--- config.mk ---
export PLATFORM = sky130hd
export DESIGN_NAME = m_imem_loader
export DESIGN_NICKNAME = d
export VERILOG_FILES = /design/src/rtl/m_imem_loader.sv
export SDC_FILE = /design/constraint.sdc
export NUM_CORES = 1
export LEC_CHECK = 0
export CORE_MARGIN = 2
export CORE_UTILIZATION = 45
export DETAILED_ROUTE_END_ITERATION = 7
export PLACE_DENSITY = 0.68
export SYNTH_ARGS = -nofsm -noshare
export SYNTH_HDL_FRONTEND = slang
export SYNTH_SLANG_ARGS = --single-unit
--- constraint.sdc ---
create_clock -name w_clk -period 2 [get_ports w_clk]
set_input_delay 0.2 -clock w_clk [delete_from_list [all_inputs] [get_ports w_clk]]
set_output_delay 0.2 -clock w_clk [all_outputs]
set_load 0.005 [all_outputs]
--- src/rtl/m_imem_loader.sv ---
// Instruction-memory loader: takes a framed byte stream (header N, 4N payload
// bytes LSB first, XOR checksum), writes 32-bit words into imem, and gates the CPU.
module m_imem_loader #(
    parameter int ADDR_W = 6,
    parameter int DEPTH  = 64
) (
    input  logic              w_clk,
    input  logic              w_rst,
    input  logic              w_in_valid,
    input  logic [7:0]        w_in_data,
    output logic              w_in_ready,
    output logic              w_imem_we,
    output logic [ADDR_W-1:0] w_imem_addr,
    output logic [31:0]       w_imem_data,
    output logic              w_cpu_hold,
    output logic              w_done,
    output logic              w_err,
    output logic [ADDR_W:0]   w_words
);

    typedef enum logic [2:0] {
        S_IDLE,
        S_LOAD,
        S_CSUM,
        S_DONE,
        S_ERR
    } state_t;

    localparam logic [ADDR_W:0] ONE_W = (ADDR_W+1)'(1);

    state_t            state_q;
    logic [ADDR_W:0]   n_q;
    logic [ADDR_W:0]   word_idx_q;
    logic [1:0]        byte_idx_q;
    logic [23:0]       asm_q;
    logic [7:0]        xor_q;
    logic              we_q;
    logic [ADDR_W-1:0] addr_q;
    logic [31:0]       data_q;
    logic              hold_q;
    logic              done_q;
    logic              err_q;
    logic [ADDR_W:0]   words_q;

    logic              hdr_ok;
    logic              last_word;
    logic [31:0]       word_d;

    always_comb begin
        hdr_ok    = (w_in_data != 8'd0) && (32'(w_in_data) <= 32'(DEPTH));
        last_word = (word_idx_q + ONE_W) == n_q;
        // The first three bytes shift in from the top, so the 4th byte completes the word.
        word_d    = {w_in_data, asm_q};
    end

    // NOTE: every register here is state, so all assignments are non-blocking;
    // blocking assignments would let later statements see this cycle's updates.
    always_ff @(posedge w_clk) begin
        if (w_rst) begin
            state_q    <= S_IDLE;
            n_q        <= '0;
            word_idx_q <= '0;
            byte_idx_q <= '0;
            asm_q      <= '0;
            xor_q      <= '0;
            we_q       <= 1'b0;
            addr_q     <= '0;
            data_q     <= '0;
            hold_q     <= 1'b1;
            done_q     <= 1'b0;
            err_q      <= 1'b0;
            words_q    <= '0;
        end else begin
            we_q <= 1'b0;
            if (w_in_valid) begin
                unique case (state_q)
                    S_IDLE, S_DONE, S_ERR: begin
                        done_q     <= 1'b0;
                        hold_q     <= 1'b1;
                        words_q    <= '0;
                        n_q        <= (ADDR_W+1)'(w_in_data);
                        word_idx_q <= '0;
                        byte_idx_q <= '0;
                        xor_q      <= '0;
                        if (hdr_ok) begin
                            state_q <= S_LOAD;
                            err_q   <= 1'b0;
                        end else begin
                            state_q <= S_ERR;
                            err_q   <= 1'b1;
                        end
                    end
                    S_LOAD: begin
                        xor_q      <= xor_q ^ w_in_data;
                        asm_q      <= {w_in_data, asm_q[23:8]};
                        byte_idx_q <= byte_idx_q + 2'd1;
                        if (byte_idx_q == 2'd3) begin
                            we_q       <= 1'b1;
                            addr_q     <= word_idx_q[ADDR_W-1:0];
                            data_q     <= word_d;
                            words_q    <= words_q + ONE_W;
                            word_idx_q <= word_idx_q + ONE_W;
                            if (last_word) begin
                                state_q <= S_CSUM;
                            end
                        end
                    end
                    S_CSUM: begin
                        if (w_in_data == xor_q) begin
                            state_q <= S_DONE;
                            done_q  <= 1'b1;
                            hold_q  <= 1'b0;
                        end else begin
                            state_q <= S_ERR;
                            err_q   <= 1'b1;
                            hold_q  <= 1'b1;
                        end
                    end
                    default: state_q <= S_IDLE;
                endcase
            end
        end
    end

    assign w_in_ready  = ~w_rst;
    assign w_imem_we   = we_q;
    assign w_imem_addr = addr_q;
    assign w_imem_data = data_q;
    assign w_cpu_hold  = hold_q;
    assign w_done      = done_q;
    assign w_err       = err_q;
    assign w_words     = words_q;

endmodule
## Yosys cells after proc, flatten, opt, wreduce, memory -nomap -nowiden

Cells that the tools add are included.

| word-level totals | value |
|---|---|
| RAM bits | 0 |
| bits in latches | 0 |
| word-level logic and storage cells | 67 |
| memories kept | 0 |
| flip-flop bits (word level) | 100 |
| output and inout bits | 50 |
| ROM bits | 0 |

| operators by class | value |
|---|---|
| $mul | 0 |
| shifts and indexed selects | 0 |
| add/subtract/negate cells | 3 |
| magnitude comparators | 1 |
| divide/modulo/power cells | 0 |
| multiplexer cells | 19 |
| reduce and logical (&&, ||, !) cells | 16 |
| bitwise logic cells | 4 |
| equality and inequality tests | 11 |

Operator list:

| cell | count |
|---|---|
| $pmux 7 s2 | 2 |
| $pmux 8 s2 | 1 |
| $reduce_and 3->1 | 5 |
| $add 7x1->7 const B | 2 |
| $mux 7 | 2 |
| $mux 3 | 4 |
| $pmux 3 s3 | 1 |
| $eq 8x8->1 | 1 |
| $le 8x7->1 const B | 1 |
| $ne 2x2->1 const B | 4 |
| $reduce_and 2->1 | 4 |
| $reduce_bool 8->1 | 1 |
| $xor 8x8->8 | 1 |
| $eq 7x7->1 | 1 |
| $eq 3x2->1 const B | 2 |
| $pmux 1 s2 | 3 |
| $reduce_or 3->1 | 2 |
| $mux 1 | 5 |
| $pmux 2 s2 | 1 |
| $reduce_bool 2->1 | 2 |
| $eq 3x1->1 const B | 1 |
| $eq 3x3->1 const B | 1 |
| $logic_not 3->1 | 1 |
| $not 1->1 | 3 |
| 3 further kinds | 3 |

## Depth between registers and ports, before layout

Gate-level depths: netlist (run 1).

| logic depth | value |
|---|---|
| depth in word-level cells | 5 |
| gate-level depth with buffers | 8 |

## Worst setup path after synthesis (run 1)

OpenSTA, ideal clock, no wires.

| timing | value |
|---|---|
| kind | register -> register |
| from | register word_idx_q[0] |
| to | register state_q[0] |
| stages on the path, launching flop included | 8 |
| setup time | 86 ps |
| setup slack | 341 ps |
| data arrival time | 1573 ps |
| period minus slack after synthesis | 1659 ps |
| buffers on the path | 0 |
| data required time | 1914 ps |
| path through | dfxtp_1 ha_1 and3_1 a211oi_1 a211o_1 o311ai_1 o21ai_1 a211oi_1 |

| between the ends | value |
|---|---|
| cells in the longest elaborated chain, start to end | 4 |

Ends and longest elaborated chain:

| item | RTL line | source |
|---|---|---|
| start: declaration | 33 | `logic [ADDR_W:0] word_idx_q;` |
| start signal: assignment | 102 | `word_idx_q <= word_idx_q + ONE_W;` |
| $add 7x1->7 | 51 | `last_word = (word_idx_q + ONE_W) == n_q;` |
| $eq 7x7->1 | 51 |  |
| $ne 2x2->1 (no source line) | n/a |  |
| $reduce_and 3->1 (no source line) | n/a |  |
| end signal: assignment | 60 | `state_q <= S_IDLE;` |
| end signal: assignment | 86 | `state_q <= S_LOAD;` |
| end signal: assignment | 89 | `state_q <= S_ERR;` |
| end: declaration | 31 | `state_t state_q;` |

Every way passes these cells.
A chain may end at the register's enable or synchronous reset.

## Worst setup path in the final report (run 1)

| timing | value |
|---|---|
| from | register word_idx_q[0] |
| to | register state_q[1] |

The elaborated chain is that of the path after synthesis.

==> results.cfg, run 1 <==
[timing]
finalCritPeriodShare_pct = 92.5
fmax_ghz = 0.540
clock_skew_ns = 0.0205
rsz0062_at_grt = false
setup_viol = 0
hold_viol = 0
fin_ws_ns = 0.149
finalCriticalPeriod_ns = 1.85
slew_headroom_pct = 68.4
worstMarginPinSlew_ns = 0.473
slew_violations = 0

[clocking]
cts_hold_buf = 0
cts.clk_slew.worst_paths_ns = 0.10
cts_tree = built
post-cts-setup-buffers = 0
htree_num_levels = 3
cts_inserted_buffers = 9
cts-root-buf = clkbuf_8
cts.repair.resized = 0
clock_latency_ns = 0.36
cts_buffer_depth = 2
cts.sinks = 100

[floorplanning]
die_w_um = 99.8
dieHeight_um = 99.8
core_um2 = 8810
dieArea_um2 = 9950
io_pins = 61
rows = 34
start_util_pct = 46.9

[placement]
port_buffers = 60
dpl.hpwl_um = 6370
dp_slack_ns = -0.0731
routabilityCongestion = 0.926

[worst_hold_path]
min_path_type = in -> reg

[setup_path]
path_class = reg -> reg
critPathArrivalTime_ns = 2.14
cp_slowest_stage_delay_ns = 0.33
crit_slowest_cell = dfxtp_1
crit_fanout = 6
path_cells = ha_1, and3_1, a211oi_1, a211o_1, o311ai_1, o21ai_1, o2111a_1
crit_path_start_kind = flip-flop
cp.required_ns = 2.29
cp-end-kind = flip-flop

[drt]
drcViolationCount = 0
routedWlPerCell_um = 13.6
dr.pass1.iters = 4
drt_wl_total_um = 9380
routed_via_density = 5.33
vias = 3664
ant_nets = 0
drtIter0Drc = 167

[finish]
fin_util_pct = 58.4
diodes = 0
drive_gt1_share_pct = 10.2
nets = 589
synthToLayoutAreaGrowth_pct = 24.5

[synth]
syn_inst = 515
synth_fp_nets = 529
synth.avg_cell_area_um2 = 8.01
synth_cell_type_count = 54
synth-edff-count = 0
ys_top_cells_by_count = nand2_1, dfxtp_1, a21oi_1, nor2_1, clkbuf_1
ys_warn_count = 0
synth_most_common_cell = nand2_1
synth_top_area_cell = dfxtp_1
synth-seq-area-share_pct = 48.5
synth.top_cell.area_share_pct = 48.5
synth.area.top_cells = dfxtp_1, nand2_1, a21oi_1
ys_ff_latch = 100
synth_area_um2 = 4130
ys_async_sr_fraction_pct = 0
ys.flop_type = dfxtp_1

[grt]
grt_pass1_wl_um = 15700
grt_pass1_vias = 3354
grt_max_degree = 93
grt_antenna_before_repair = 0
grt_overflow = 0
grt_usage_pct = 19.2

[job]
drv_cap = 0

[power_and_ir_drop]
power.leakage_uw = 0.00176
irDropWorstVdd_v = 0.000530
powerDensity_nw_per_um2 = 708

[status]
outcome = completed
[cell families after synthesis]
group / synth area share, %
simple gates: 24.0
compound gates: 17.0
flops: 48.5
buf+inv: 4.43
xor+xnor: 2.97
mux: 2.21
fa+ha+maj: 0.910
[flip-flops by register name (all words and copies together), names as in the netlist]
name and count:
asm_q 24, byte_idx_q 2, n_q 7, state_q 3, w_cpu_hold 1, w_done 1, w_err 1, w_imem_addr 6
w_imem_data 32, w_imem_we 1, w_words 7, word_idx_q 7, xor_q 8
[area by class of cell]
class                   instances  area, um^2
multi-input cells             373        1950
inverters                       7        26.3
fillers                       824        3670
clock buffers                   9         124
repair buffers                 84         826
well taps                     108         135
clock inverters                 7        77.6
flip-flops and latches        100        2000
[worst max-delay path, delay by kind of cell, from the launching register on]
family	cells	cell delay (ns)
DFF	1	0.33
adders and majority gates	1	0.28
and+or+nand+nor	1	0.25
AOI/OAI and AO/OA	5	0.91
[per-layer routing]
metal	global-route usage [%]	routed length (um)	vias up	share of wire [%]
li1	-	-	1851	-
met1	28.1	4630	1708	49
met2	29.1	4190	97	45
met3	3.72	483	8	5.1
met4	5.16	81	0	0.86
met5	0	0	-	0
[stage by stage]
step	TNS, ns	power [uW]	hold WS, ns	instances	instance area [um^2]
after global routing	0	3800	0.163	688	5140
after floorplan	0	2280	0.336	515	4130
after CTS	0	3670	0.128	688	5130
after detailed placement	-0.0731	2400	0.446	672	4930
after global placement	0	2390	0.443	672	4930
final	0	3640	0.146	688	5140
[power by group]
part / switching, uW / total, uW / internal, uW
sequential: 32.7 / 2050 / 2020
clock: 785 / 1280 / 494
combinational: 169 / 305 / 136
[placed cells by master (no fill, tap or decap), types with 4 or more instances in the layout]
master,instances
nor2b_1,5
a211oi_1,6
nand3_1,7
o21ai_1,7
buf_4,20
nand2_1,135
clkbuf_8,9
mux2i_1,8
nand2b_1,8
and3_1,4
xnor2_1,8
clkdlybuf4s50_1,59
xor2_1,6
nor2_1,35
a21oi_1,78
a22oi_1,4
dfxtp_1,99
buf_12,4
nor2_2,7
nor3_1,7
inv_1,6
o21ai_0,10
[worst paths after layout]
| check | from | to | slack [ns] | cells after the start |
|---|---|---|---|---|
| setup / recovery | word_idx_q[0]$_SDFFE_PP0P_ | state_q[1]$_SDFFE_PP0P_ | 0.15 | 7 |
| hold reg to reg | w_imem_addr[4]$_SDFFE_PP0P_ | w_imem_addr[4]$_SDFFE_PP0P_ | 0.46 | 2 |
| setup reg to reg | word_idx_q[0]$_SDFFE_PP0P_ | state_q[1]$_SDFFE_PP0P_ | 0.15 | 7 |
| hold / removal | w_rst | w_cpu_hold$_SDFFE_PP1P_ | 0.15 | 3 |
No activity file was read; power rests on OpenSTA's default activity.
==> run 2, diff against run 1 <==
CORE_ASPECT_RATIO = 0.75   (was default)
==> results.cfg, run 2 (synthesis results as in run 1) <==
[setup_path]
worstSetupStartpoint = word_idx_q[0]$_SDFFE_PP0P_
path_cells = ha_1, nor2b_1, nand3_1, a32oi_1, o2111ai_1, o21ai_2, o2111a_1
rr_worst_depth = 7
reg2reg_from = word_idx_q[0]$_SDFFE_PP0P_
reg2reg_to = state_q[1]$_SDFFE_PP0P_
cp_slowest_stage_delay_ns = 0.35
path_class = reg -> reg
critPathArrivalTime_ns = 2.21
crit_path_start_kind = flip-flop
cp.required_ns = 2.29
crit_slowest_cell = dfxtp_1
rrSetupSlack_ns = 0.08
cp-end-kind = flip-flop
crit_fanout = 6

[grt]
grt_usage_pct = 20.5
grt_overflow = 0
grt_pass1_vias = 3291
grt_pass1_wl_um = 16200
grt_max_degree = 93
grt_antenna_before_repair = 0

[clocking]
htree_num_levels = 3
cts_buffer_depth = 2
cts_hold_buf = 0
clock_latency_ns = 0.34
cts.sinks = 100
cts-root-buf = clkbuf_16
cts_inserted_buffers = 9
cts_tree = built
cts.clk_slew.worst_paths_ns = 0.07

[power_and_ir_drop]
powerDensity_nw_per_um2 = 772
power.leakage_uw = 0.00181
irDropWorstVdd_v = 0.000405

[finish]
layout.cells.non_filler = 693
mostFrequentLayoutCell = nand2_1
drive_gt1_share_pct = 10.3
diodes = 0
fillCellCount = 844
largest_register_ff_count = 32
synthToLayoutAreaGrowth_pct = 27.1
nets = 590
final_cell_mix = nand2_1, dfxtp_1, a21oi_1

[floorplanning]
start_util_pct = 46.0
core_um2 = 8970
dieArea_um2 = 9960
rows = 30
die_w_um = 115
io_pins = 61
dieHeight_um = 86.9

[job]
drv_cap = 0

[drt]
drcViolationCount = 0
vias = 3622
dr.pass1.iters = 4
routed_via_density = 5.23
routedWlPerCell_um = 14.1
ant_nets = 0
drt_wl_total_um = 9780
drtIter0Drc = 196

[timing]
clock_skew_ns = 0.00782
fmax_ghz = 0.521
slew_headroom_pct = 68.4
hold_viol = 0
finalCritPeriodShare_pct = 96.0
finalSetupTns_ns = 0
setup_viol = 0
slew_violations = 0
finalCriticalPeriod_ns = 1.92
worstMarginPinSlew_ns = 0.473

[worst_hold_path]
min_path_type = in -> reg
hold_start = w_rst
hold_depth = 3
hold_path_end = w_cpu_hold$_SDFFE_PP1P_

[placement]
routabilityCongestion = 0.873
port_buffers = 60
dp_cells = 677
dpl.hpwl_um = 6630

[status]
outcome = completed
[run 2: worst max-delay path by stage]
stage / slack (ns) / cells after the start / to
3_3_place_gp: 0.08 / 6 / state_q[0]$_SDFFE_PP0P_
2_1_floorplan: 0.34 / 7 / state_q[0]$_SDFFE_PP0P_
4_1_cts: 0.08 / 5 / word_idx_q[6]$_SDFFE_PP0P_
5_1_grt: -0.07 / 7 / state_q[1]$_SDFFE_PP0P_
6_report: 0.08 / 7 / state_q[1]$_SDFFE_PP0P_
3_5_place_dp: 0.06 / 6 / state_q[0]$_SDFFE_PP0P_
[run 2: metrics by stage]
step	cell area, um^2	utilization, %	hold WS (ns)	setup slack [ns]	power (uW)
3_5_place_dp	4940	55.1	0.447	0.0613	2400
4_1_cts	5240	58.4	0.141	0.0782	4090
5_1_grt	5250	58.5	0.193	-0.0676	4210
3_3_place_gp	4940	55.1	0.444	0.0799	2390
6_report	5250	58.5	0.150	0.0799	4050
2_1_floorplan	4130	-	0.336	0.341	2280
[run 2: repair_timing]
item | in CTS | in global routing
setup buffers | 0 | 0
setup endpoints to repair | 0 | 19
resized for setup | 0 | 3
[run 2: layer usage]
metal	global-route usage, %	up-vias	share of wire, %
met4	6.76	0	1.2
li1	-	1849	-
met3	5.78	11	6.0
met5	0	-	0
met1	29.5	1679	49
met2	29.6	83	44
[run 2: critical path: cells and delay by family (launching register included)]
family                     cells  cell delay, ns
and+or+nand+nor                2            0.36
AOI/OAI and AO/OA              4            0.88
adders and majority gates      1            0.29
DFF                            1            0.35
[run 2: final cells by class]
class	count	area, um^2	area share (%)
well taps	112	140	2.67
repair buffers	85	833	15.9
flip-flops and latches	100	2000	38.2
clock inverters	6	56.3	1.07
inverters	7	26.3	0.501
clock buffers	10	239	4.56
multi-input cells	373	1950	37.1
[run 2: power by group]
part,switching (uW),internal [uW]
logic,170,135
clock network,789,902
registers,33.2,2020
total,993,3060
==> run 3, diff against run 2 <==
CORE_UTILIZATION = 54   (was 45)
GPL_TIMING_DRIVEN = 0   (was default)
PLACE_DENSITY = 0.8   (was 0.68)
==> results.cfg, run 3 (synthesis results as in run 1) <==
[setup_path]
reg2reg_from = state_q[0]$_SDFFE_PP0P_
path_class = reg -> reg
rrSetupSlack_ns = 0.10
crit_fanout = 10
rr_worst_depth = 8
critPathArrivalTime_ns = 2.20
cp-end-kind = flip-flop
cp.required_ns = 2.31
reg2reg_to = word_idx_q[5]$_SDFFE_PP0P_
crit_path_start_kind = flip-flop

[timing]
hold_viol = 0
fin_ws_ns = 0.105
finalCriticalPeriod_ns = 1.90
slew_violations = 0
rsz0062_at_grt = true
finalCritPeriodShare_pct = 94.8
slew_headroom_pct = 60.8
worstMarginPinSlew_ns = 0.588
setup_viol = 0
fmax_ghz = 0.528
clock_skew_ns = 0.00937

[floorplanning]
rows = 27
dieArea_um2 = 8360
start_util_pct = 56.0
die_w_um = 105
dieHeight_um = 79.7
io_pins = 61
core_um2 = 7360

[drt]
drtIter0Drc = 261
vias = 3830
routed_via_density = 5.55
ant_nets = 0
dr.pass1.iters = 5
routedWlPerCell_um = 15.1
drt_wl_total_um = 10400
drcViolationCount = 0

[worst_hold_path]
hold_path_end = w_imem_data[30]$_SDFFE_PP0P_
hold_start = w_in_data[6]
hold_depth = 3
min_path_type = in -> reg

[finish]
diodes = 0
final_cell_mix = nand2_1, dfxtp_1, a21oi_1
nets = 598
drive_gt1_share_pct = 9.00
fillCellCount = 660
fin_util_pct = 68.7
synthToLayoutAreaGrowth_pct = 22.6
final_cell_area_um2 = 5060
mostFrequentLayoutCell = nand2_1
layout.cells.non_filler = 690
largest_register_ff_count = 32

[clocking]
cts_buffer_depth = 2
clock_latency_ns = 0.37
cts-root-buf = clkbuf_8
cts_inserted_buffers = 9
cts.sinks = 100
cts_tree = built
htree_num_levels = 3
cts.clk_slew.worst_paths_ns = 0.10

[power_and_ir_drop]
powerDensity_nw_per_um2 = 723
irDropWorstVdd_v = 0.000495
power.leakage_uw = 0.00171

[placement]
dp_slack_ns = -0.210
dpl_cell_area_um2 = 4830
routabilityCongestion = 0.841
dpl.hpwl_um = 7580
dp_cells = 674
port_buffers = 58

[grt]
grt_pass1_wl_um = 16600
grt_antenna_before_repair = 0
grt_usage_pct = 25.3
top_usage_layer = met2
grtUsageMet2_pct = 40.3
grt_overflow = 0
grt_pass1_vias = 3332
grt_max_degree = 18
use_met3_pct = 5.47
grt_util_met1_pct = 35.0

[job]
drv_cap = 0

[status]
outcome = completed
-- run 3: changes by cell type in the layout (fill, tap and decap cells not counted), sizes merged --
cell and change:
clkinvlp +2, clkdlybuf4s50 -1, clkbuf +20, buf -11, clkinv -3, bufinv +1
-- run 3: power by group --
group / switching, uW / internal, uW / total [uW]
sequential: 37.9 / 2020 / 2060
combinational: 176 / 115 / 291
clock: 721 / 592 / 1310
-- run 3: through the flow --
stage | total power (uW) | setup TNS [ns] | hold WS, ns
detailed placement | 2380 | -0.963 | 0.447
CTS | 3660 | 0 | 0.196
finish | 3660 | 0 | 0.207
global route | 3800 | -0.0532 | 0.236
global placement | 2370 | -0.771 | 0.444
floorplan | 2280 | 0 | 0.336
-- run 3: area by class of cell --
| cell class | count | area [um^2] | share of cell area [%] |
|---|---|---|---|
| timing repair buffer | 58 | 581 | 11.5 |
| clock inverter | 6 | 72.6 | 1.43 |
| sequential | 100 | 2000 | 39.6 |
| buffer | 35 | 164 | 3.24 |
| inverter | 7 | 26.3 | 0.519 |
| tap | 101 | 126 | 2.50 |
| clock buffer | 10 | 128 | 2.52 |
| multi-input combinational | 373 | 1960 | 38.7 |
-- run 3: repair_timing --
action	in CTS	in global routing
pin swaps	0	1
hold buffers	0	0
endpoints found under the setup margin	2	39
buffers inserted	0	0
gates resized for setup	1	16
-- run 3: worst max-delay path by stage --
| stage | startpoint | end | slack, ns |
|---|---|---|---|
| after CTS | word_idx_q[1]$_SDFFE_PP0P_ | state_q[1]$_SDFFE_PP0P_ | 0.02 |
| after global placement | w_in_data[3] | w_err$_SDFFE_PP0P_ | -0.16 |
| final | state_q[0]$_SDFFE_PP0P_ | word_idx_q[5]$_SDFFE_PP0P_ | 0.10 |
| after global routing | state_q[0]$_SDFFE_PP0P_ | word_idx_q[5]$_SDFFE_PP0P_ | -0.03 |
| after floorplan | word_idx_q[0]$_SDFFE_PP0P_ | state_q[0]$_SDFFE_PP0P_ | 0.34 |
| after detailed placement | w_in_data[3] | state_q[0]$_SDFFE_PP0P_ | -0.21 |
-- run 3: worst max-delay path, stage by stage (launching register included) --
cell and delay (ns):
dfxtp_1 0.33, buf_4 0.16, or3b_4 0.43, nor2_2 0.18
nand2_2 0.19, buf_2 0.23, nor3_1 0.18, nor2_1 0.06
nor2_1 0.07
-- run 3: layer usage --
| layer | wire length (um) | share of wire [%] |
|---|---|---|
| met1 | 4790 | 46 |
| met2 | 4810 | 46 |
| met3 | 728 | 7.0 |
| met4 | 96 | 0.92 |
| met5 | 0 | 0 |
